===== config.mk =====
export PLATFORM = sky130hd
export DESIGN_NAME = uart_tx_arbiter
export DESIGN_NICKNAME = d
export VERILOG_FILES = /design/src/rtl/uart_tx_arbiter.sv
export SDC_FILE = /design/constraint.sdc
export NUM_CORES = 1
export LEC_CHECK = 0
export CAP_MARGIN = 40
export CORE_ASPECT_RATIO = 1.4
export CORE_MARGIN = 3
export CORE_UTILIZATION = 43
export DETAILED_ROUTE_END_ITERATION = 16
export GPL_TIMING_DRIVEN = 1
export PLACE_DENSITY_LB_ADDON = 0.2
export SYNTH_ARGS = -nofsm -noshare
export SYNTH_HDL_FRONTEND = slang
export SYNTH_SLANG_ARGS = --single-unit

===== constraint.sdc =====
create_clock -name CLK -period 3 [get_ports CLK]
set_clock_uncertainty 0.2 [all_clocks]
set_input_delay 0.45 -clock CLK [delete_from_list [all_inputs] [get_ports CLK]]
set_output_delay 0.45 -clock CLK [all_outputs]
set_load 0.005 [all_outputs]

===== src/rtl/uart_tx_arbiter.sv =====
// rtl/uart_tx_arbiter.sv - round-robin message arbiter sharing one UART TX byte port
module uart_tx_arbiter #(
  parameter int NREQ      = 3,
  parameter int MAX_BURST = 16
) (
  input  logic              CLK,
  input  logic              reset,
  input  logic              enable,
  input  logic [NREQ-1:0]   req_valid,
  input  logic [8*NREQ-1:0] req_data,
  input  logic [NREQ-1:0]   req_last,
  output logic [NREQ-1:0]   req_ready,
  output logic              tx_valid,
  output logic [7:0]        tx_data,
  input  logic              tx_ready,
  output logic [2:0]        grant_id,
  output logic              busy
);

  localparam int GW = (NREQ > 1) ? $clog2(NREQ) : 1;
  localparam int CW = (MAX_BURST > 0) ? $clog2(MAX_BURST + 1) : 1;

  typedef enum logic {IDLE = 1'b0, LOCK = 1'b1} state_t;

  state_t          state;
  logic [GW-1:0]   gnt;
  logic [CW-1:0]   count;
  logic            buf_full;
  logic [7:0]      buf_data;

  logic [GW-1:0]   winner;
  logic [GW-1:0]   cand;
  logic            any_valid;
  logic            room;
  logic            sel_valid;
  logic            sel_last;
  logic [7:0]      sel_data;
  logic            accept;
  logic            burst_done;

  // Rotating-priority scan: first valid requester after the last grant, wrapping
  always_comb begin
    winner    = gnt;
    any_valid = 1'b0;
    cand      = gnt;
    for (int k = 1; k <= NREQ; k++) begin
      cand = GW'((int'(gnt) + k) % NREQ);
      if (!any_valid && req_valid[cand]) begin
        winner    = cand;
        any_valid = 1'b1;
      end
    end
  end

  assign sel_valid  = req_valid[gnt];
  assign sel_last   = req_last[gnt];
  assign sel_data   = req_data[{gnt, 3'b000} +: 8];
  // The buffer can take a byte when empty or when it drains in the same cycle
  assign room       = !buf_full || tx_ready;
  assign accept     = (state == LOCK) && sel_valid && room;
  assign burst_done = (MAX_BURST != 0) && ((int'(count) + 1) == MAX_BURST);

  // Only the locked requester sees ready, and only when the buffer has room
  always_comb begin
    req_ready = '0;
    if (state == LOCK) begin
      req_ready[gnt] = room;
    end
  end

  // Arbitration FSM plus the one-entry output buffer
  always_ff @(posedge CLK or negedge reset) begin
    if (!reset) begin
      state    <= IDLE;
      gnt      <= GW'(NREQ - 1);
      count    <= '0;
      buf_full <= 1'b0;
      buf_data <= '0;
    end else begin
      if (accept) begin
        buf_full <= 1'b1;
        buf_data <= sel_data;
      end else if (buf_full && tx_ready) begin
        buf_full <= 1'b0;
      end
      case (state)
        IDLE: begin
          if (enable && any_valid) begin
            gnt   <= winner;
            count <= '0;
            state <= LOCK;
          end
        end
        LOCK: begin
          if (accept) begin
            count <= count + CW'(1);
            if (sel_last || burst_done) begin
              state <= IDLE;
            end
          end
        end
      endcase
    end
  end

  assign tx_valid = buf_full;
  assign tx_data  = buf_data;
  assign grant_id = 3'(gnt);
  assign busy     = (state == LOCK) || buf_full;

endmodule


==> results of run 1 <==
==> flip-flops by register name (all words and copies together) (netlist names) <==
signal / cells
state: 1
gnt: 2
tx_data: 8
tx_valid: 1
count: 5
==> placed cells by master (no fill, tap or decap), types with 2 or more instances in the layout <==
cell type and instances:
nor3b_1 2, nor2_1 11, and3_1 3, buf_4 2, mux2i_1 11, nand2b_1 3, and2_1 4, o21ai_0 3
o2bb2ai_1 2, inv_1 6, o21ai_1 9, nand2_1 16, dfrtp_1 16, a21oi_1 12, nand3_1 5, clkbuf_4 3
clkdlybuf4s50_1 48, ha_1 6
==> worst paths after layout <==
| path | cells past startpoint | endpoint | slack, ps | startpoint |
|---|---|---|---|---|
| hold reg to reg | 2 | tx_data[3] | 300 | tx_data[3] |
| setup / recovery | 4 | req_ready[1] | 320 | gnt[1] |
| max in group asynchronous | 1 | tx_data[3] | 1710 | reset |
| hold / removal | 2 | tx_data[3] | 300 | tx_data[3] |
| min in group asynchronous | 1 | count[4] | 400 | reset |
| setup reg to reg | 6 | count[2] | 480 | gnt[1] |
==> logic make-up after synthesis <==
family,Yosys count
buffers and inverters,13
DFF,17
muxes,12
other,1
and+or+nand+nor,52
AOI/OAI and AO/OA,37
adders and majority gates,6
xor gates and xnor gates,2
==> metrics by stage <==
| stage | cell area, um^2 | power, W | setup WS (ps) | instances | hold slack, ps |
|---|---|---|---|---|---|
| 2_1_floorplan | 1250 | 0.00107 | 436 | 140 | -45.6 |
| 5_1_grt | 1770 | 0.00166 | 217 | 223 | 338 |
| 3_5_place_dp | 1750 | 0.00140 | 471 | 219 | 276 |
| 6_report | 1770 | 0.00153 | 323 | 223 | 296 |
| 3_3_place_gp | 1750 | 0.00137 | 526 | 219 | 269 |
| 4_1_cts | 1770 | 0.00153 | 316 | 223 | 301 |
==> layer usage <==
layer / vias to the layer above / share of wire
met2: 31 / 0.56
met1: 551 / 0.38
met4: 0 / 0.0082
met3: 2 / 0.053
li1: 584 / -
met5: - / 0
==> area by class of cell <==
type | count | area, um^2 | area share
Tap cell | 36 | 45.0 | 0.0254
Inverter | 6 | 22.5 | 0.0127
Sequential cell | 17 | 427 | 0.240
Timing Repair Buffer | 50 | 495 | 0.279
Multi-Input combinational cell | 110 | 757 | 0.427
Clock inverter | 1 | 5.00 | 0.00282
Clock buffer | 3 | 22.5 | 0.0127
==> power by group through the flow <==
stage          registers [W]  clock network (W)  logic (W)
2_1_floorplan       0.000409                  0   0.000659
3_3_place_gp        0.000428                  0   0.000937
3_5_place_dp        0.000437                  0   0.000967
4_1_cts             0.000433           0.000129   0.000970
5_1_grt             0.000449           0.000142    0.00107
6_report            0.000435           0.000127   0.000965
==> critical path: cells and delay by family, from the launching register on <==
kind / cells / cell delay (ps)
DFF: 1 / 710
buffers and inverters: 2 / 580
adders and majority gates: 1 / 270
and+or+nand+nor: 1 / 190
==> results.md, run 1 <==
* Post-Syn Area per Cell at 8.94 um^2
* First-pass GRT wire length at 5450 um
* Setup repair after global routing missed its margin: no
* Power Dens Cells at 861 nW/um^2
* Cts bufs inserted at 3
* CTS Hold Bufs at 0
* Vias in the first global route at 1204
* Most frequent cells after synthesis: 16 x dfrtp_1, 16 x nand2_1, 12 x a21oi_1, 11 x mux2i_1, 11 x nor2_1
* Die X at 51.6 um
* Post-synth EDFFs at 0
* Warnings, synthesis at 0
* Post-Route Setup TNS at 0 ps
* Grt peak-use layer: met2
* Async SR Flop Fraction at 1.00
* Tmin final at 2680 ps
* Largest net degree at the start of global routing at 27
* Most used DFF post-synth: dfrtp_1
* Most area-consuming cells after synthesis: dfrtp_1 32%, mux2i_1 8.8%, ha_1 6.0%
* Filler cells at 265
* Final hold violations at 0
* Core Util, Final at 0.658
* Drc violations at 0
* Post-Synth Simple-Gate Area at 0.214
* Combinational group share of total power at 0.632
* Maximum clock rate at 374 MHz
* Initial antenna violation count at 0
* Routed len/inst at 14.8 um
* Clock latency at the later pin of the worst-skew pair at 290 ps
* Synthesized area at 1250 um^2
* Final GP Congestion at 0.968
* Layout cells sized above 1 at 0.0909
* TritonCTS clock tree: done
* Overflow after GRT at 0
* Critical path class: flop to primary output
* Gate count of the mapped netlist at 140
* Final setup violation count at 0
* Fin crit share at 0.892
* Final HPWL DP at 2610 um
* ANT cells at 0
* Total number of vias at 1168
* Largest area contributor in the netlist: dfrtp_1
* Register area share after synthesis at 0.341
* Leakage at 0.769 nW
* Mux cell area share after synthesis at 0.0990
* # H-tree levels at 1
* PortBufs at 48
* Total of max-cap violations at 0
* Headroom to the max-slew limit at 0.439
* Share of power burned in registers at 0.285
* CTS resizes at 0
* Clock buffer depth at 2
* Postcts setup bufs at 0
* # nets final at 228
* DRT antenna net count at 0
* Clock Sinks at 17
* Gr usage total at 0.195
* Slew Limit Fails at 0
* Clk pwr share at 0.083
* I/O pin count at 50
* CTS clock-pin slew for the worst setup and hold paths at 110 ps
* Switching share of power at 0.431
* DRT iter0 DRCs at 18
* Core area at 2700 um^2
* Worst Path Arrival at 2030 ps
* Post-Route WL at 3310 um
* Crit-path max FO at 11
* Crit-path cells: inv_1 -> ha_1 -> and3_1 -> clkdlybuf4s50_1
* Initial core utilization at 0.464
* Crit. End Element: primary output
* Die Ht at 69.8 um
* Post-synth top area share at 0.320
* Post-Syn Nets at 180
* Complex-gate fraction of the synthesized area at 0.215
* Vias per cell at 5.24
* Critical-path top delay cell: dfstp_2
* Root Buffer: clkbuf_4
* Met1 Usage GRT at 0.221
* WP data required at 2350 ps
* Cell-internal power at 0.000868 W
* Startpoint Class: flop
* NetSw at 0.000659 W
* Global-route met3 utilization at 0.0344
* Num rows at 22
* Largest family of logic cells by synthesized area: compound AO/OA/AOI/OAI gates
* CP max stage delay at 710 ps
* Die area at 3600 um^2
* M2 GR Usage at 0.351
* Unique masters post-synth at 43
* Type of the most critical hold path: flop to flop
* Outcome: complete, no violations
* Area growth syn-to-layout at 41.8%
* VDD IR max at 0.000547 V
* Pre-Repair DR Iteration Count at 4
* Synth Area in XOR/XNOR at 0.0140
* Tightest Pin Transition at 839 ps
* Area share of fa/ha/maj cells after synthesis at 0.0600
* Synthesized flop and latch total at 17
Note: power is estimated with default switching activity, not from simulation.
==> inputs of run 2 (changes only) <==
CORE_MARGIN = 4   (was 3)
==> run 2 against run 1 <==
Against the previous run: sequential cell count unchanged; critical path depth did not move; sequential share of layout area barely moved; worst hold slack improved by 0.98 ps; count of clock-buffer cells in the layout is 1 higher; sequential power down 3%; routed wire length is 2.4% higher; non-clock buffer count did not move; die area grew 6.9%; setup slack gained 88 ps; combinational power up 0.9%; design area about the same.
==> results.md, run 2 (synthesis gave the netlist of run 1 again) <==
* Worst Path Arrival at 1940 ps (was 2030 ps)
* Clock latency at the later pin of the worst-skew pair at 290 ps (about the same)
* Initial core utilization at 0.464 (unchanged)
* Placed inst area at 1750 um^2 (unchanged)
* Overflow after GRT at 0 (unchanged)
* Crit. End Element: primary output (unchanged)
* Layout cells sized above 1 at 0.0856 (was 0.0909)
* Critical path class: flop to primary output (unchanged)
* Vias in the first global route at 1111 (was 1204)
* Filler cells at 243 (was 265)
* Drc violations at 0 (unchanged)
* Cts bufs inserted at 3 (unchanged)
* Gr usage total at 0.180 (was 0.195)
* Pre-Repair DR Iteration Count at 5 (was 4)
* Tightest Pin Transition at 777 ps (was 839 ps)
* Initial antenna violation count at 0 (unchanged)
* Clock buffer depth at 2 (unchanged)
* DRT iter0 DRCs at 18 (unchanged)
* Die X at 53.6 um (was 51.6 um)
* Headroom to the max-slew limit at 0.480 (was 0.439)
* Crit-path max FO at 9 (was 11)
* Core area at 2700 um^2 (unchanged)
* Setup repair after global routing missed its margin: no (unchanged)
* Root Buffer: clkbuf_4 (unchanged)
* CTS resizes at 0 (unchanged)
* Die area at 3850 um^2 (was 3600 um^2)
* Cell-internal power at 0.000870 W (was 0.000868 W)
* Startpoint Class: flop (unchanged)
* Post-Route Setup TNS at 0 ps (unchanged)
* Final GP Congestion at 0.891 (was 0.968)
* Post-Route WL at 3390 um (was 3310 um)
* Final setup violation count at 0 (unchanged)
* Clk pwr share at 0.082 (was 0.083)
* Area growth syn-to-layout at 41.7% (was 41.8%)
* Met3 wire length at 148 um (was 176 um)
* Total number of vias at 1171 (was 1168)
* Commonest non-fill, non-tap cells in the layout: 48 x clkdlybuf4s50_1, 16 x nand2_1, 16 x dfrtp_1, 12 x a21oi_1 (unchanged)
* Outcome: complete, no violations (unchanged)
* Clock Sinks at 17 (unchanged)
* Type of the most critical hold path: flop to flop (unchanged)
* Routed len/inst at 15.2 um (was 14.8 um)
* VDD IR max at 0.000519 V (was 0.000547 V)
* Leakage at 0.766 nW (was 0.769 nW)
* I/O pin count at 50 (unchanged)
* Vias per cell at 5.25 (was 5.24)
* Top sig layer: met4 (unchanged)
* NetSw at 0.000652 W (was 0.000659 W)
* ANT cells at 0 (unchanged)
* TritonCTS clock tree: done (unchanged)
* Share of power burned in registers at 0.278 (was 0.285)
* CTS clock-pin slew for the worst setup and hold paths at 100 ps (was 110 ps)
* Tmin final at 2590 ps (was 2680 ps)
* Largest net degree at the start of global routing at 27 (unchanged)
* Num rows at 22 (unchanged)
* Final instance area at 1770 um^2 (about the same)
* Final HPWL DP at 2730 um (was 2610 um)
* Slew Limit Fails at 0 (unchanged)
* Total of max-cap violations at 0 (unchanged)
* Final hold violations at 0 (unchanged)
* Die Ht at 71.8 um (was 69.8 um)
* Worst Hold Slack at 297 ps (was 296 ps)
* Met1 wire length at 1330 um (was 1250 um)
* Core Util, Final at 0.657 (was 0.658)
* CTS Hold Bufs at 0 (unchanged)
* WL met2 at 1840 um (was 1850 um)
* Combinational group share of total power at 0.640 (was 0.632)
* First-pass GRT wire length at 5090 um (was 5450 um)
* Fin crit share at 0.863 (was 0.892)
* Power Dens Cells at 859 nW/um^2 (was 861 nW/um^2)
* # H-tree levels at 1 (unchanged)
* PortBufs at 48 (unchanged)
* Maximum clock rate at 386 MHz (was 374 MHz)
* Max reg flops at 8 (unchanged)
* Postcts setup bufs at 0 (unchanged)
* DRT antenna net count at 0 (unchanged)
* Most common cell after layout, fill and taps aside: clkdlybuf4s50_1 (unchanged)
* WP data required at 2350 ps (about the same)
* # nets final at 228 (unchanged)
* Switching share of power at 0.428 (was 0.431)
[run 2: cell count changes in the layout (fill, tap and decap cells not counted), sizes merged]
cell    before  now
clkinv       1    0
clkbuf       3    4
[run 2: critical path: stages, from the launching register on]
cell             delay, ps
dfstp_2                640
inv_1                  120
ha_1                   260
and3_1                 180
clkdlybuf4s50_1        450
[run 2: through the flow]
stage	power (W)	setup slack, ps	std cells
after floorplan	0.00107	436	140
after global placement	0.00137	543	219
after detailed placement	0.00141	509	219
after CTS	0.00154	376	223
after global routing	0.00165	258	223
final	0.00152	411	223
[run 2: cell type report]
class	instances	area, um^2	share of cell area
sequential	17	427	0.241
clock buffer	4	26.3	0.0148
timing repair buffer	50	495	0.279
tap	36	45.0	0.0254
inverter	6	22.5	0.0127
multi-input combinational	110	757	0.427
[run 2: final timing paths]
| kind | start | to | slack (ps) | cells after the start |
|---|---|---|---|---|
| setup / recovery | gnt[1] | req_ready[1] | 410 | 4 |
| hold / removal | tx_data[4] | tx_data[4] | 300 | 2 |
| setup reg to reg | gnt[1] | count[2] | 550 | 6 |
| hold reg to reg | tx_data[4] | tx_data[4] | 300 | 2 |
| max in group asynchronous | reset | tx_data[3] | 1710 | 1 |
| min in group asynchronous | reset | count[1] | 400 | 1 |
[run 2: layer usage]
layer | global-route usage | up-vias
li1 | - | 586
met1 | 0.198 | 547
met2 | 0.325 | 34
met3 | 0.0312 | 4
met4 | 0.0767 | 0
met5 | 0 | -
[run 2: power groups by stage]
stage	Clock (W)	Sequential, W	Combinational [W]
final	0.000125	0.000423	0.000974
after global placement	0	0.000422	0.000945
after CTS	0.000128	0.000424	0.000984
after global routing	0.000141	0.000440	0.00107
after detailed placement	0	0.000428	0.000984
after floorplan	0	0.000409	0.000659
==> inputs of run 3 (changes only) <==
CELL_PAD_IN_SITES_DETAIL_PLACEMENT = 0   (was not set)
CELL_PAD_IN_SITES_GLOBAL_PLACEMENT = 2   (was not set)
CORE_UTILIZATION = 24   (was 43)
SETUP_SLACK_MARGIN = 0.05   (was not set)
==> run 3 against run 2 <==
Against the previous run: via count decreased by 2.6%; first-iteration DRC count increased by 67%; critical path depth unchanged; sequential power decreased by 5.4%; maximum frequency decreased by 2.1%; sequential cell count unchanged; core utilization decreased by 29 points; worst hold slack got worse by 12 ps; sequential share of layout area decreased by 0.71 points; cell count increased by 13%; largest cell class unchanged.
==> results.md, run 3 (synthesis gave the netlist of run 1 again) <==
* Outcome: complete, no violations (unchanged)
* Drc violations at 0 (unchanged)
* NetSw at 0.000649 W (was 0.000652 W)
* Final setup violation count at 0 (unchanged)
* Clock Sinks at 17 (unchanged)
* Slew Limit Fails at 0 (unchanged)
* HP Start: tx_data[2] (was tx_data[4])
* Post-Route WL at 3310 um (was 3390 um)
* M2 GR Usage at 0.186 (was 0.325)
* Pre-Repair DR Iteration Count at 4 (was 5)
* Grt peak-use layer: met2 (unchanged)
* Max reg flops at 8 (unchanged)
* DRT iter0 DRCs at 30 (was 18)
* Placed cells at 247 (was 219)
* Total of max-cap violations at 0 (unchanged)
* Area growth syn-to-layout at 46.0% (was 41.7%)
* Startpoint Class: flop (unchanged)
* TritonCTS clock tree: done (unchanged)
* Type of the most critical hold path: flop to flop (unchanged)
* Headroom to the max-slew limit at 0.462 (was 0.480)
* Met1 Usage GRT at 0.124 (was 0.198)
* PortBufs at 48 (unchanged)
* Crit path from: gnt[1] (unchanged)
* Die area at 6450 um^2 (was 3850 um^2)
* Global-route met3 utilization at 0.0140 (was 0.0312)
* Gr usage total at 0.103 (was 0.180)
* Initial core utilization at 0.253 (was 0.464)
* Cell-internal power at 0.000913 W (was 0.000870 W)
* Overflow after GRT at 0 (unchanged)
* # H-tree levels at 1 (unchanged)
* Tightest Pin Transition at 806 ps (was 777 ps)
* Die X at 69.0 um (was 53.6 um)
* Post-Route Setup TNS at 0 ps (unchanged)
* Critical path class: flop to primary output (unchanged)
* Worst Path Arrival at 1990 ps (was 1940 ps)
* ANT cells at 0 (unchanged)
* Leakage at 0.774 nW (was 0.766 nW)
* Final GP Congestion at 0.773 (was 0.891)
* Multi-input gate area at 757 um^2 (unchanged)
* Final instance area at 1830 um^2 (was 1770 um^2)
* Power Dens Cells at 855 nW/um^2 (was 859 nW/um^2)
* First-pass GRT wire length at 5440 um (was 5090 um)
* Crit-path max FO at 14 (was 9)
* CTS resizes at 0 (unchanged)
* I/O pin count at 50 (unchanged)
* Fin crit share at 0.881 (was 0.863)
* Combinational group share of total power at 0.637 (was 0.640)
* Layout cells sized above 1 at 0.0856 (unchanged)
* Clk pwr share at 0.107 (was 0.082)
* Final hold violations at 0 (unchanged)
* Crit. End Element: primary output (unchanged)
* CTS Hold Bufs at 0 (unchanged)
* Hold depth at 2 (unchanged)
* Tmin final at 2640 ps (was 2590 ps)
* Setup repair after global routing missed its margin: no (unchanged)
* Clock buffer depth at 2 (unchanged)
* Switching share of power at 0.416 (was 0.428)
* RR Startpoint: gnt[1] (unchanged)
* R2R cell count at 5 (was 6)
* Most common cell after layout, fill and taps aside: clkdlybuf4s50_1 (unchanged)
* Core Util, Final at 0.369 (was 0.657)
* Root Buffer: clkbuf_8 (was clkbuf_4)
* Num rows at 30 (was 22)
* Vias per cell at 4.54 (was 5.25)
* WP data required at 2350 ps (about the same)
* Commonest non-fill, non-tap cells in the layout: 48 x clkdlybuf4s50_1, 16 x nand2_1, 16 x dfrtp_1, 12 x a21oi_1 (unchanged)
* Share of power burned in registers at 0.256 (was 0.278)
* Clock latency at the later pin of the worst-skew pair at 240 ps (was 290 ps)
* # nets final at 228 (unchanged)
* Vias in the first global route at 1181 (was 1111)
* Placed inst area at 1780 um^2 (was 1750 um^2)
* DRT antenna net count at 0 (unchanged)
* VDD IR max at 0.000341 V (was 0.000519 V)
* Filler cells at 556 (was 243)
* Core area at 4950 um^2 (was 2700 um^2)
* Layout Cells excl Fill at 251 (was 223)
* Largest net degree at the start of global routing at 27 (unchanged)
* Final HPWL DP at 2730 um (about the same)
* Postcts setup bufs at 0 (unchanged)
* Maximum clock rate at 378 MHz (was 386 MHz)
* Reg area at 427 um^2 (unchanged)
* Total number of vias at 1140 (was 1171)
* Die Ht at 93.4 um (was 71.8 um)
* Worst Hold Slack at 285 ps (was 297 ps)
* Routed len/inst at 13.2 um (was 15.2 um)
* CTS clock-pin slew for the worst setup and hold paths at 60 ps (was 100 ps)
* Cts bufs inserted at 3 (unchanged)
* Initial antenna violation count at 0 (unchanged)
run 3: cell counts in the layout (fill, tap and decap cells not counted):
Identical to the previous run, type by type.
run 3: area by class of cell:
type,count,area share
sequential,17,0.234
inverter,6,0.0123
timing repair buffer,50,0.271
tap,64,0.0438
clock buffer,4,0.0247
multi-input combinational,110,0.414
run 3: layer usage:
layer,vias to the layer above,share of wire,wire (um)
met4,0,0.011,36
li1,582,-,-
met5,-,0,0
met3,2,0.028,92
met1,533,0.44,1470
met2,23,0.52,1710
run 3: final timing paths:
kind                                end  slack, ps
setup / recovery           req_ready[2]        360
max in group asynchronous    tx_data[1]       1660
min in group asynchronous         state        460
setup reg to reg               count[2]        560
hold reg to reg              tx_data[2]        290
hold / removal               tx_data[2]        290
run 3: stage by stage:
stage	total power [W]	setup slack, ps
4_1_cts	0.00159	324
6_report	0.00156	357
3_5_place_dp	0.00142	521
3_3_place_gp	0.00142	562
5_1_grt	0.00172	260
2_1_floorplan	0.00107	436
run 3: power groups by stage:
stage / logic, W / clock network (W) / registers (W)
6_report: 0.000995 / 0.000168 / 0.000400
5_1_grt: 0.00113 / 0.000185 / 0.000414
4_1_cts: 0.00102 / 0.000173 / 0.000402
3_5_place_dp: 0.00102 / 0 / 0.000405
3_3_place_gp: 0.00102 / 0 / 0.000402
2_1_floorplan: 0.000659 / 0 / 0.000409
run 3: critical path, stage by stage (launching register included):
cell	delay, ps
dfstp_2	530
buf_4	240
ha_1	300
and3_1	180
clkdlybuf4s50_1	500
